--- src/rtl/sample_pwm.sv ---
// Sample FIFO feeding a PWM generator, one sample per 2^WIDTH-tick period.
// Define SAMPLE_PWM_HOLD_EN to hold the last sample on underflow instead of midscale.
module sample_pwm #(
    parameter int WIDTH    = 8,
    parameter int FIFO_AW  = 4,
    parameter int PRESCALE = 1
) (
    input  logic               clk,
    input  logic               rst,
    input  logic [WIDTH-1:0]   sample_in,
    input  logic               sample_valid,
    input  logic               flag_clr,
    output logic               fifo_full,
    output logic [FIFO_AW:0]   fifo_level,
    output logic               pwm_out,
    output logic               overflow,
    output logic               underflow
);

    localparam int DEPTH = 2 ** FIFO_AW;
    localparam int PW    = (PRESCALE > 1) ? $clog2(PRESCALE) : 1;

    localparam logic [WIDTH-1:0]  MID      = {1'b1, {(WIDTH-1){1'b0}}};
    localparam logic [WIDTH-1:0]  CNT_MAX  = '1;
    localparam logic [PW-1:0]     PRE_MAX  = PW'(PRESCALE - 1);
    localparam logic [FIFO_AW:0]  LVL_FULL = (FIFO_AW+1)'(DEPTH);

    logic [WIDTH-1:0]   mem [DEPTH];
    logic [FIFO_AW-1:0] wr_ptr;
    logic [FIFO_AW-1:0] rd_ptr;
    logic [PW-1:0]      presc;
    logic [WIDTH-1:0]   cnt;
    logic [WIDTH-1:0]   duty;
    logic               armed;

    logic tick;
    logic load;
    logic empty;
    logic wr_en;
    logic pop;

    assign fifo_full = (fifo_level == LVL_FULL);

    // Full/empty come from the registered level, so a pop never frees room for a same-cycle write.
    always_comb begin
        tick  = (presc == PRE_MAX);
        load  = tick && (cnt == CNT_MAX);
        empty = (fifo_level == '0);
        wr_en = sample_valid && !fifo_full;
        pop   = load && !empty;
    end

    always_ff @(posedge clk) begin
        if (wr_en)
            mem[wr_ptr] <= sample_in;
    end

    always_ff @(posedge clk or posedge rst) begin
        if (rst) begin
            presc      <= '0;
            cnt        <= '0;
            duty       <= MID;
            armed      <= 1'b0;
            wr_ptr     <= '0;
            rd_ptr     <= '0;
            fifo_level <= '0;
            pwm_out    <= 1'b0;
            overflow   <= 1'b0;
            underflow  <= 1'b0;
        end else begin
            presc <= tick ? '0 : presc + PW'(1);

            if (tick)
                cnt <= cnt + WIDTH'(1);

            if (wr_en)
                wr_ptr <= wr_ptr + FIFO_AW'(1);
            if (pop)
                rd_ptr <= rd_ptr + FIFO_AW'(1);

            case ({wr_en, pop})
                2'b10:   fifo_level <= fifo_level + (FIFO_AW+1)'(1);
                2'b01:   fifo_level <= fifo_level - (FIFO_AW+1)'(1);
                default: fifo_level <= fifo_level;
            endcase

            if (pop) begin
                duty  <= mem[rd_ptr];
                armed <= 1'b1;
            end else if (load) begin
`ifdef SAMPLE_PWM_HOLD_EN
                duty <= duty;
`else
                duty <= MID;
`endif
            end

            pwm_out <= (cnt < duty);

            overflow  <= (sample_valid && fifo_full) || (overflow && !flag_clr);
            underflow <= (load && empty && armed)    || (underflow && !flag_clr);
        end
    end

endmodule

--- config.mk ---
export PLATFORM = sky130hd
export DESIGN_NAME = sample_pwm
export DESIGN_NICKNAME = d
export VERILOG_FILES = /design/src/rtl/sample_pwm.sv
export SDC_FILE = /design/constraint.sdc
export NUM_CORES = 1
export LEC_CHECK = 0
export CAP_MARGIN = 10
export CORE_UTILIZATION = 50
export CTS_BUF_LIST = sky130_fd_sc_hd__clkbuf_2
export DETAILED_ROUTE_END_ITERATION = 16
export PLACE_DENSITY = 0.7
export SLEW_MARGIN = 15
export SYNTH_ARGS = -nofsm -noshare
export SYNTH_HDL_FRONTEND = slang
export SYNTH_SLANG_ARGS = --single-unit
--- constraint.sdc ---
create_clock -name clk -period 2.79 [get_ports clk]
set_clock_uncertainty 0.15 [all_clocks]
set_input_delay 0.6975 -clock clk [delete_from_list [all_inputs] [get_ports clk]]
set_output_delay 0.6975 -clock clk [all_outputs]
set_load 0.005 [all_outputs]
# Word-level counts from Yosys, hierarchy flattened

Memory sizes are Yosys's and may differ from the RTL's.
Cells that the tools add are included.

Memory bits (writable): 128
Memories kept: 1
Output and inout port bits: 9
Bits of input ports: 12
Register bits after elaboration: 34

Muxes and demuxes: 6
Equal/unequal tests: 4
Bitwise gates (word level): 1
Add/sub/neg operators: 6
Magnitude comparators: 1
Reductions and logical operators: 16

Memory list:

| name | words | bits a word | read ports | clocked after memory_dff | wr ports | RTL line | source |
|---|---|---|---|---|---|---|---|
| mem  | 16    | 8           | 1          | 0                        | 1        | 28       | `logic [WIDTH-1:0] mem [DEPTH];` |

Operators with widths:

| operator                                                           | number |
|---|---|
| 8-bit two-way mux                                                  | 2 |
| 5-bit one-hot mux with 2 select lines                              | 1 |
| 4-bit by 1-bit adder with 4-bit output, second input constant      | 2 |
| 8-bit by 1-bit adder with 8-bit output, second input constant      | 1 |
| 8-bit == test, second input constant                               | 1 |
| 1-bit logical AND                                                  | 8 |
| 8-bit < comparator                                                 | 1 |
| 5-bit by 1-bit adder with 5-bit output, second input constant      | 1 |
| 5-bit == test, second input constant                               | 1 |
| 5-bit logical NOT                                                  | 1 |
| 5-bit by 1-bit subtractor with 5-bit output, second input constant | 1 |
| 2-bit nonzero test                                                 | 2 |
| 1-bit logical NOT                                                  | 3 |
| 1-bit two-way mux                                                  | 3 |
| 2-bit by 1-bit == test with 1-bit output, second input constant    | 1 |
| 2-bit == test, second input constant                               | 1 |
| 1-bit logical OR                                                   | 2 |
| 1-bit adder, second input constant                                 | 1 |
| 1-bit NOT                                                          | 1 |

# Depth between registers and ports, before layout

Depth after elaboration: 5
Mapped depth: 13
Mapped depth without buffers: 10

# Worst setup path before layout

OpenSTA, ideal clock, no wires.

Path type: register to register
From: register fifo_level[1]
To: register fifo_level[4]
Required time: 2.500 ns
Arrival time: 2.697 ns
Stages on the path, launching flop included: 14
Period minus slack after synthesis: 2.987 ns
Setup time: 0.140 ns
Path slack: -0.197 ns
Cell sequence: dfrtp_1 -> buf_6 -> or3_1 -> o31a_1 -> buf_6 -> inv_1 -> ha_1 -> clkbuf_1 -> xor2_1 -> ha_1 -> nor2_1 -> o32ai_1 -> a2111oi_0 -> a211oi_1

Cells in the longest elaborated chain, start to end: 5
Elaborated cells on any way between the ends: 12

RTL lines:

| item                                                                        | RTL line | source |
|---|---|---|
| from (decl)                                                                 | 14       | `output logic [FIFO_AW:0] fifo_level,` |
| from (signal assigned)                                                      | 82       | `2'b10: fifo_level <= fifo_level + (FIFO_AW+1)'(1);` |
| from (signal assigned)                                                      | 83       | `2'b01: fifo_level <= fifo_level - (FIFO_AW+1)'(1);` |
| from (signal assigned)                                                      | 84       | `default: fifo_level <= fifo_level;` |
| 5-bit == test or 5-bit logical NOT (tied branches)                          | 42, 48   |  |
| 1-bit logical NOT, on equally long branches                                 | 49, 50   |  |
| 1-bit logical AND, on equally long branches                                 | 49, 50   |  |
| 2-bit by 1-bit == test with 1-bit output or 2-bit == test (tied branches)   | 81       | `case ({wr_en, pop})` |
| 5-bit one-hot mux with 2 select lines or 2-bit nonzero test (tied branches) | n/a      |  |

Parallel ways exist; a longest one is shown, timed or not.
A chain may end at the register's enable or synchronous reset.

# Worst setup path in the final report

From: register fifo_level[2]
To: register fifo_level[4]

The elaborated chain is that of the path after synthesis.

==> metrics.json <==
{
  "global_routing": {
    "grt_antenna_before_repair": 0,
    "grt_max_degree": 34,
    "grt_use_total": 0.198,
    "number_of_global_route_vias_before_repair": 3630,
    "globalRoute.totalOverflow": 0,
    "grt_pass1_wl_um": 19800
  },
  "sta": {
    "max_slew_margin": 0.616,
    "fmax_ghz": 0.376,
    "max_slew.worst_pin.slew_ps": 575,
    "slew_viol_final": 0,
    "timing.final.setup_violations": 0,
    "rsz0062_at_grt": "yes",
    "final_hold_viol_count": 0,
    "post_route_setup_tns_ps": 0,
    "period_share": 0.952,
    "period_minus_slack_ps": 2660
  },
  "setup_path": {
    "timing.critical_path.depth": 9,
    "timing.critical_path.to_type": "flop",
    "cp-start-kind": "flop",
    "cpMaxStageDelayCell": "sky130_fd_sc_hd__dfrtp_1",
    "cpMostUsedCell": "sky130_fd_sc_hd__a211oi_1",
    "path_class": "flop to flop",
    "critical_path_arrival_ps": 3120,
    "reg2reg_to": "fifo_level[4]",
    "reg2reg_setup_slack_ps": 130,
    "worst-path-max-fanout": 4,
    "reg2regPathDepth": 9,
    "worst_path_dominant_cell_family": "compound AO/OA/AOI/OAI gates",
    "path_buf_inv": 1,
    "worstPathRequired_ps": 3260,
    "critPathMaxStageDelay_ps": 430,
    "crit_path_cell_trace": "or3_4, o31a_1, inv_4, ha_4, ha_1, o211a_1, a211oi_1, a2111oi_1, a211oi_1",
    "timing.rr.start": "fifo_level[2]"
  },
  "cells_and_area": {
    "num-nets-final": 462,
    "area_growth_syn_to_layout_pct": 13.1,
    "post_route_cells_drive_above_1_share": 0.253,
    "diodes": 0,
    "final_core_utilization": 0.589
  },
  "yosys": {
    "synth_enable_flop_cells": 128,
    "syn_inst": 378,
    "adder_cell_area_share_of_the_yosys_netlist": 0.0318,
    "xor_xnor_fraction_of_synth_area": 0.0210,
    "avg_synthesized_cell_area_um2": 17.7,
    "yosys_register_bits": 161,
    "post_synth_num_cell_types": 47,
    "synth_async_sr_flop_share": 0.205,
    "yosys.area_share.simple": 0.0504,
    "synth_area_um2": 6680,
    "synth_seq_area_share": 0.699,
    "syn-num-nets": 407,
    "dominant_combinational_cell_family_by_area_after_synthesis": "multiplexers",
    "yosysWarningCount": 0,
    "ys_dominant_reg_cell": "sky130_fd_sc_hd__edfxtp_1",
    "synth.mux.area_fraction": 0.135,
    "synth_compound_area_frac": 0.0378
  },
  "floorplanning": {
    "coreArea_um2": 12800,
    "floorplan.io_pins": 21,
    "initial_core_util": 0.521,
    "die_h_um": 118,
    "die_area_um2": 13800,
    "die_w_um": 118,
    "core.rowCount": 41
  },
  "clock_tree": {
    "clk_pin_slew_ps": 240,
    "tritoncts": "done",
    "clkLatencyLatePin_ps": 700,
    "cts.sink_count": 161,
    "cts_buffers": 17,
    "clockRootBuffer": "sky130_fd_sc_hd__clkbuf_2",
    "cts.path.max_buffers": 2,
    "htree_num_levels": 4
  },
  "route": {
    "wl_um": 12300,
    "drt-wirelength-per-cell_um": 19.9,
    "vias_post_dr": 3446,
    "drc": 0,
    "detailedRoute.firstPassIterationCount": 4,
    "postRouteAntennaNets": 0,
    "initialDrtViolationCount": 215,
    "number_of_vias_per_cell": 5.58
  },
  "power_and_ir_drop": {
    "vdd.ir_drop.worst_mv": 0.531,
    "share_clk_of_total_power": 0.263,
    "p_sw_mw": 1.40,
    "switching_share": 0.273,
    "p_int_mw": 3.72,
    "total_leakage_power_nw": 2.79,
    "power_frac_seq": 0.578,
    "cellPowerDensity_nw_per_um2": 678,
    "finalPower_mw": 5.12,
    "power.share.combinational": 0.158
  },
  "placed_design": {
    "detailed_place_hpwl_um": 8040,
    "gp_congestion": 0.785,
    "portBuffers": 20
  },
  "job": {
    "max_cap_violations": 0
  },
  "status": {
    "outcome": "completed"
  },
  "hold_path": {
    "holdCritPathClass": "primary input to asynchronous set/reset pin"
  }
}
-- repair_timing --
item / CTS / global route
pin swaps: 1 / 1
gates cloned: 0 / 0
setup endpoints to repair: 1 / 2
buffers inserted: 0 / 0
resized for setup: 7 / 2
hold buffers: 0 / 0
-- registers in the layout (all words and copies together) (netlist names) --
register	flops
wr_ptr	4
duty	8
pwm_out	1
rd_ptr	4
underflow	1
cnt	8
mem	128
overflow	1
fifo_level	5
armed	1
-- layout make-up --
cell class | instances | area (um2)
multi-input cells | 183 | 1890
clock inverters | 15 | 178
fillers | 976 | 5270
repair buffers | 53 | 455
inverters | 17 | 66.3
flip-flops and latches | 161 | 4670
well taps | 172 | 215
clock buffers | 17 | 85.1
-- metal layers --
metal / vias to the layer above / track usage / wire (um)
met1: 1780 / 0.255 / 5350
li1: 1577 / - / -
met3: 14 / 0.0494 / 453
met5: - / 0 / 0
met4: 0 / 0.0665 / 184
met2: 75 / 0.329 / 6340
-- cells in the mapped netlist (2+ instances only) --
library cell                 n  area share
sky130_fd_sc_hd__dfrtp_1    32        0.12
sky130_fd_sc_hd__buf_1       2      0.0011
sky130_fd_sc_hd__edfxtp_1  128        0.58
sky130_fd_sc_hd__nor3_1      6      0.0045
sky130_fd_sc_hd__xnor2_1    11       0.014
sky130_fd_sc_hd__mux4_2     32        0.11
sky130_fd_sc_hd__mux2_2      2      0.0034
sky130_fd_sc_hd__xor2_1      5      0.0066
sky130_fd_sc_hd__o21ai_0     4      0.0030
sky130_fd_sc_hd__nor2_1     20       0.011
sky130_fd_sc_hd__ha_1       17       0.032
sky130_fd_sc_hd__nand2b_1    5      0.0047
sky130_fd_sc_hd__nor2b_1     3      0.0028
sky130_fd_sc_hd__inv_1      17      0.0096
sky130_fd_sc_hd__mux2i_1    16       0.024
sky130_fd_sc_hd__clkbuf_1    4      0.0022
sky130_fd_sc_hd__nand2_1    16      0.0090
sky130_fd_sc_hd__a21oi_1     2      0.0015
sky130_fd_sc_hd__a21o_1      4      0.0045
sky130_fd_sc_hd__nand3_1     6      0.0045
sky130_fd_sc_hd__or2_2       2      0.0019
sky130_fd_sc_hd__o221ai_1    7      0.0092
sky130_fd_sc_hd__buf_2       5      0.0037
sky130_fd_sc_hd__buf_4       4      0.0045
sky130_fd_sc_hd__buf_6       2      0.0034
sky130_fd_sc_hd__a211oi_1    4      0.0045
sky130_fd_sc_hd__nand4_1     2      0.0019
-- how the worst max path moves through the flow --
stage,startpoint,endpoint
after global placement,sample_valid,fifo_level[4]
after detailed placement,sample_valid,fifo_level[4]
final,fifo_level[2],fifo_level[4]
after CTS,fifo_level[1],fifo_full
after global routing,fifo_level[2],fifo_full
after floorplan,fifo_level[2],fifo_level[4]
-- layout by cell type, fill, tap and decap left out, drive strengths merged, types with 2 or more instances in the layout --
| cell type | synthesis | routed |
|---|---|---|
| a211oi | 5 | 5 |
| dfrtp | 32 | 32 |
| buf | 13 | 34 |
| nor3 | 6 | 6 |
| mux2i | 16 | 16 |
| o221ai | 7 | 7 |
| nand2b | 6 | 6 |
| nand3 | 6 | 6 |
| mux2 | 2 | 2 |
| xor2 | 5 | 5 |
| clkinv | 0 | 5 |
| nor2 | 20 | 20 |
| or2 | 2 | 2 |
| inv | 17 | 23 |
| a21o | 4 | 4 |
| nand4 | 3 | 3 |
| o21ai | 4 | 4 |
| clkbuf | 4 | 17 |
| mux4 | 32 | 32 |
| nand2 | 18 | 18 |
| nor2b | 3 | 3 |
| xnor2 | 11 | 11 |
| bufinv | 0 | 3 |
| a21oi | 2 | 2 |
| edfxtp | 128 | 128 |
| ha | 17 | 17 |
| clkdlybuf4s50 | 0 | 19 |
-- power groups by stage --
stage	Clock (mW)	Combinational (mW)	Sequential, mW
after floorplan	0	0.481	2.97
after global placement	0	0.768	2.99
after detailed placement	0	0.797	3.01
after CTS	1.39	0.813	2.96
after global routing	1.48	0.892	2.99
final	1.35	0.811	2.96
-- worst register-to-register path: cells and delay by family, from the launching register on --
family | cells | cell delay (ps)
buffers and inverters | 1 | 80
flip-flops | 1 | 430
AND/OR/NAND/NOR | 1 | 410
adder cells (fa/ha/maj) | 2 | 420
AO/OA/AOI/OAI | 5 | 1090
-- through the flow --
step	worst slack, ps	hold slack [ps]	area, um2	std cells
final	133	210	7560	618
after global routing	-5.99	178	7560	618
after CTS	30.2	135	7550	618
after detailed placement	-185	306	7270	586
after global placement	-100	301	7270	586
after floorplan	-51.0	285	6710	378
-- logic make-up after synthesis --
kind of cell             Yosys count
AO/OA/AOI/OAI                     32
XOR/XNOR                          16
adder cells (fa/ha/maj)           17
buffers and inverters             34
flip-flops                       161
multiplexers                      50
AND/OR/NAND/NOR                   68
Note: power is estimated with default switching activity, not from simulation.
